$ cat config.mk
export PLATFORM = sky130hd
export DESIGN_NAME = seq_shift_unit
export DESIGN_NICKNAME = d
export VERILOG_FILES = /design/src/rtl/seq_shift_unit.sv
export SDC_FILE = /design/constraint.sdc
export NUM_CORES = 1
export LEC_CHECK = 0
export BUFFER_PORTS_ARGS = -buffer_cell sky130_fd_sc_hd__buf_4
export CAP_MARGIN = 30
export CELL_PAD_IN_SITES_DETAIL_PLACEMENT = 1
export CELL_PAD_IN_SITES_GLOBAL_PLACEMENT = 1
export CORE_ASPECT_RATIO = 0.8
export CORE_MARGIN = 3
export CORE_UTILIZATION = 40
export CTS_CLUSTER_DIAMETER = 80
export DETAILED_ROUTE_END_ITERATION = 10
export GPL_TIMING_DRIVEN = 0
export PLACE_DENSITY = 0.92
export SETUP_SLACK_MARGIN = 0.5
export SLEW_MARGIN = 10
export SYNTH_ARGS = -nofsm -noshare
export SYNTH_HDL_FRONTEND = slang
export SYNTH_SLANG_ARGS = --single-unit
$ cat constraint.sdc
create_clock -name clk -period 5.2 [get_ports clk]
set_input_delay 0.78 -clock clk [delete_from_list [all_inputs] [get_ports clk]]
set_output_delay 0.78 -clock clk [all_outputs]
set_load 0.03 [all_outputs]
$ cat src/rtl/seq_shift_unit.sv
// Multi-cycle shift/rotate unit: one 1-bit step per clock, iterated amt times.
// state   | meaning
// S_IDLE  | waiting for start; outputs hold last result
// S_SHIFT | one 1-bit step per edge, counting cnt down to 1
// S_DONE  | one-cycle done pulse, result/cout/zero valid
module seq_shift_unit #(
    parameter int WIDTH = 8,
    parameter int AMT_W = 4
) (
    input  logic             clk,
    input  logic             rst,
    input  logic             start,
    input  logic [1:0]       op,
    input  logic [WIDTH-1:0] din,
    input  logic [AMT_W-1:0] amt,
    output logic             busy,
    output logic             done,
    output logic [WIDTH-1:0] result,
    output logic             cout,
    output logic             zero
);

    typedef enum logic [1:0] {
        S_IDLE  = 2'd0,
        S_SHIFT = 2'd1,
        S_DONE  = 2'd2
    } state_t;

    localparam logic [1:0] OP_LSL = 2'b00;
    localparam logic [1:0] OP_LSR = 2'b01;
    localparam logic [1:0] OP_ASR = 2'b10;
    localparam logic [1:0] OP_ROL = 2'b11;

    state_t             state_q, state_d;
    logic [WIDTH-1:0]   sh_q, sh_d;
    logic [AMT_W-1:0]   cnt_q, cnt_d;
    logic [1:0]         op_q, op_d;
    logic               cout_q, cout_d;
    logic               zero_q, zero_d;
    logic [WIDTH-1:0]   step_val;
    logic               step_c;

    always_comb begin
        step_val = sh_q;
        step_c   = 1'b0;
        case (op_q)
            OP_LSL: begin
                step_val = {sh_q[WIDTH-2:0], 1'b0};
                step_c   = sh_q[WIDTH-1];
            end
            OP_LSR: begin
                step_val = {1'b0, sh_q[WIDTH-1:1]};
                step_c   = sh_q[0];
            end
            OP_ASR: begin
                step_val = {sh_q[WIDTH-1], sh_q[WIDTH-1:1]};
                step_c   = sh_q[0];
            end
            OP_ROL: begin
                step_val = {sh_q[WIDTH-2:0], sh_q[WIDTH-1]};
                step_c   = sh_q[WIDTH-1];
            end
            default: begin
                step_val = sh_q;
                step_c   = 1'b0;
            end
        endcase
    end

    // zero is captured on entry to S_DONE so it is valid alongside done.
    always_comb begin
        state_d = state_q;
        sh_d    = sh_q;
        cnt_d   = cnt_q;
        op_d    = op_q;
        cout_d  = cout_q;
        zero_d  = zero_q;
        case (state_q)
            S_IDLE: begin
                if (start) begin
                    sh_d   = din;
                    cnt_d  = amt;
                    op_d   = op;
                    cout_d = 1'b0;
                    if (amt == '0) begin
                        state_d = S_DONE;
                        zero_d  = (din == '0);
                    end else begin
                        state_d = S_SHIFT;
                    end
                end
            end
            S_SHIFT: begin
                sh_d   = step_val;
                cout_d = step_c;
                cnt_d  = cnt_q - 1'b1;
                if (cnt_q == AMT_W'(1)) begin
                    state_d = S_DONE;
                    zero_d  = (step_val == '0);
                end
            end
            S_DONE: begin
                state_d = S_IDLE;
            end
            default: begin
                state_d = S_IDLE;
            end
        endcase
    end

    always_ff @(posedge clk) begin
        if (rst) begin
            state_q <= S_IDLE;
            sh_q    <= '0;
            cnt_q   <= '0;
            op_q    <= OP_LSL;
            cout_q  <= 1'b0;
            zero_q  <= 1'b0;
        end else begin
            state_q <= state_d;
            sh_q    <= sh_d;
            cnt_q   <= cnt_d;
            op_q    <= op_d;
            cout_q  <= cout_d;
            zero_q  <= zero_d;
        end
    end

    assign busy   = (state_q != S_IDLE);
    assign done   = (state_q == S_DONE);
    assign result = sh_q;
    assign cout   = cout_q;
    assign zero   = zero_q;

endmodule

==> results_dict.tcl <==
set metrics [dict create \
    status "finished, final reports clean" \
    dieArea_sq_mm 0.00347 \
    synth_seq_cells 18 \
    syn-cell-area_sq_mm 0.00112 \
    grt_usage_pct 23.2 \
    gr-max-usage-layer "met2" \
    tightest_slew_ns 0.703 \
    synth_fp_nets 163 \
    fin_area_sq_mm 0.00140 \
    synth_area_leaders "dfxtp_1 32%, ha_1 6.7%, nor2_1 6.0%" \
    maxCapViolations 0 \
    ir_worst_vdd_mv 0.168 \
    grtUsageMet1_pct 26.7 \
    place.port_buffers 27 \
    finalMaxSlewViolations 0 \
    hold_viol 0 \
    clock_latency_ns 0.31 \
    io_pins 29 \
    h-tree-depth 1 \
    n_fill_cell 339 \
    drc_errors 0 \
    layout.nets 195 \
    path_class "reg -> out" \
    syn2layout_area_growth_pct 25.4 \
    dr.pass1.iters 4 \
    fmax_ghz 0.449 \
    grt_pass1_vias 1247 \
    overflow 0 \
    rows 16 \
    clk_pin_slew_ns 0.12 \
    fin_setup_tns_ns 0 \
    postPlaceCellArea_sq_mm 0.00137 \
    synthTopCellsByCount "18 x dfxtp_1, 18 x nor2_1, 9 x nand2_1" \
    wire_per_inst_um 17.8 \
    core_sq_mm 0.00256 \
    clockBufferDepth 2 \
    cts_made_buffers 3 \
    crit_buf_inv 3 \
    gp_congestion 0.894 \
    utilization_pct 54.7 \
    power.net_switching_mw 0.147 \
    slew_headroom_pct 52.6 \
    endpoint_kind "output pin" \
    p_int_mw 0.249 \
    finalCriticalPeriod_ns 2.23 \
    slowest_stage "clkbuf_1" \
    grt_max_degree 11 \
    crit_chain "clkbuf_2 > clkbuf_1 > nor2_1 > buf_4" \
    crit_family "buffers and inverters" \
    ys_async_sr_fraction_pct 0 \
    hold_buffers 0 \
    power.share.clock_pct 23.5 \
    grtUsageMet3_pct 6.16 \
    yosysSeqAreaShare_pct 32.2 \
    dp.cells 203 \
    die_h_um 53.3 \
    p_sw_share_pct 37.1 \
    place_ws_ns 3.03 \
    cts_root_buf "clkbuf_4" \
    synth_cells 140 \
    initial_core_util_pct 43.7 \
    comb_power_share_pct 33.3 \
    p_seq_share_pct 43.2 \
    synth-edff-count 0 \
    drt_iter0_drc 80 \
    ys_warn_count 0 \
    max_stage_delay_ns 0.36 \
    routed_wl_um 3680 \
    worstHoldPathType "reg -> reg" \
    netlist.area_leader.share_pct 32.2 \
    crit_fanout 10 \
    cp.arrival_ns 1.45 \
    drtAntennaViolNets 0 \
    cp-start-kind "flop" \
    clkSinkCount 18 \
    p_total_mw 0.396 \
    ys.flop_type "dfxtp_1" \
    required_ns 4.42 \
    final-setup-viol-count 0 \
    hold-worst-slack_ns 0.486 \
    vias 1228 \
    antenna_found_initial 0 \
    p_leak_nw 0.581 \
    stdcell_count 207 \
    post-cts-setup-buffers 0 \
    antenna_cells 0 \
    p_per_area_mw_per_mm2 282 \
    synthDistinctLibCells 39 \
    hpwl_um 2790 \
    grt_pass1_wl_um 5970 \
    fin_ws_ns 2.97 \
    cts_tree "built" \
    post_route_cells_drive_above_1_share_pct 25.7 \
    dieWidth_um 65.1 \
    routed_via_density 5.93 \
    finClkSkew_ns 0.00385 \
    cts.repair.resized 0 \
    use_met2_pct 40.9 \
    synth_top_area_cell "dfxtp_1" \
    synth.avg_cell_area_sq_um 7.99 \
    timing.final.crit_share_pct 42.9 \
    rsz0062_at_grt "false" \
]
==> final timing paths <==
path                                              start           endpoint  slack, ns  cells past startpoint
worst max-delay path            state_q[0]$_SDFFE_PP0P_               done       2.97                      4
worst min-delay path                  zero$_SDFFE_PP0P_  zero$_SDFFE_PP0P_       0.49                      2
worst max register to register     op_q[1]$_SDFFE_PP0P_  zero$_SDFFE_PP0P_       3.27                      7
worst min register to register        zero$_SDFFE_PP0P_  zero$_SDFFE_PP0P_       0.49                      2
==> registers in the layout (all words and copies together), names as in the netlist <==
signal / count
op_q: 2
state_q: 2
zero: 1
cout: 1
cnt_q: 4
result: 8
==> per-layer routing <==
metal,part of all wire (%),vias to the layer above
met2,50,38
met4,2.5,0
met1,44,592
met3,4.2,10
li1,-,588
met5,0,-
==> worst min-delay path: stages (launching register included) <==
cell      delay [ns]
dfxtp_1         0.33
inv_1           0.06
a221oi_2        0.05
==> power by group through the flow <==
stage / clock, mW / combinational, mW / sequential, mW
6_report: 0.0929 / 0.132 / 0.171
5_1_grt: 0.103 / 0.143 / 0.174
4_1_cts: 0.0941 / 0.132 / 0.171
3_5_place_dp: 0 / 0.131 / 0.174
3_3_place_gp: 0 / 0.125 / 0.173
2_1_floorplan: 0 / 0.0705 / 0.185
==> logic make-up (layout without fill, tap and decap cells) <==
logic type	count (synthesis)	after routing	synth area share (%)
adder cells (fa/ha/maj)	6	6	6.71
AO/OA/AOI/OAI	51	51	34.2
AND/OR/NAND/NOR	47	47	19.6
flip-flops	18	18	32.2
buffers and inverters	18	49	7.27
==> area by class of cell <==
type                       instances  area, sq um  area share [%]
multi-input combinational        104          677            48.3
clock buffer                       4         36.3            2.59
tap                               36         45.0            3.21
buffer                            10         51.3            3.66
sequential                        18          360            25.7
inverter                           8         30.0            2.14
timing repair buffer              27          203            14.5
==> cell usage in the layout, fill, tap and decap left out, drive strengths merged <==
| master | instances |
|---|---|
| o41ai | 1 |
| a32oi | 1 |
| or3 | 2 |
| buf | 34 |
| a221oi | 7 |
| nor2 | 18 |
| nor2b | 3 |
| ha | 6 |
| nand2 | 9 |
| o21ai | 8 |
| and3 | 1 |
| or2 | 2 |
| nand4 | 1 |
| a211oi | 4 |
| o211ai | 3 |
| a22oi | 1 |
| o21ba | 1 |
| a221o | 3 |
| o22ai | 4 |
| a21oi | 8 |
| clkbuf | 7 |
| a21o | 2 |
| inv | 8 |
| nand2b | 2 |
| a211o | 1 |
| dfxtp | 18 |
| nor3 | 4 |
| o22a | 1 |
| nand3 | 2 |
| o32ai | 1 |
| o21bai | 1 |
| nor4 | 3 |
| a2111oi | 4 |
No activity file was read; power rests on OpenSTA's default activity.
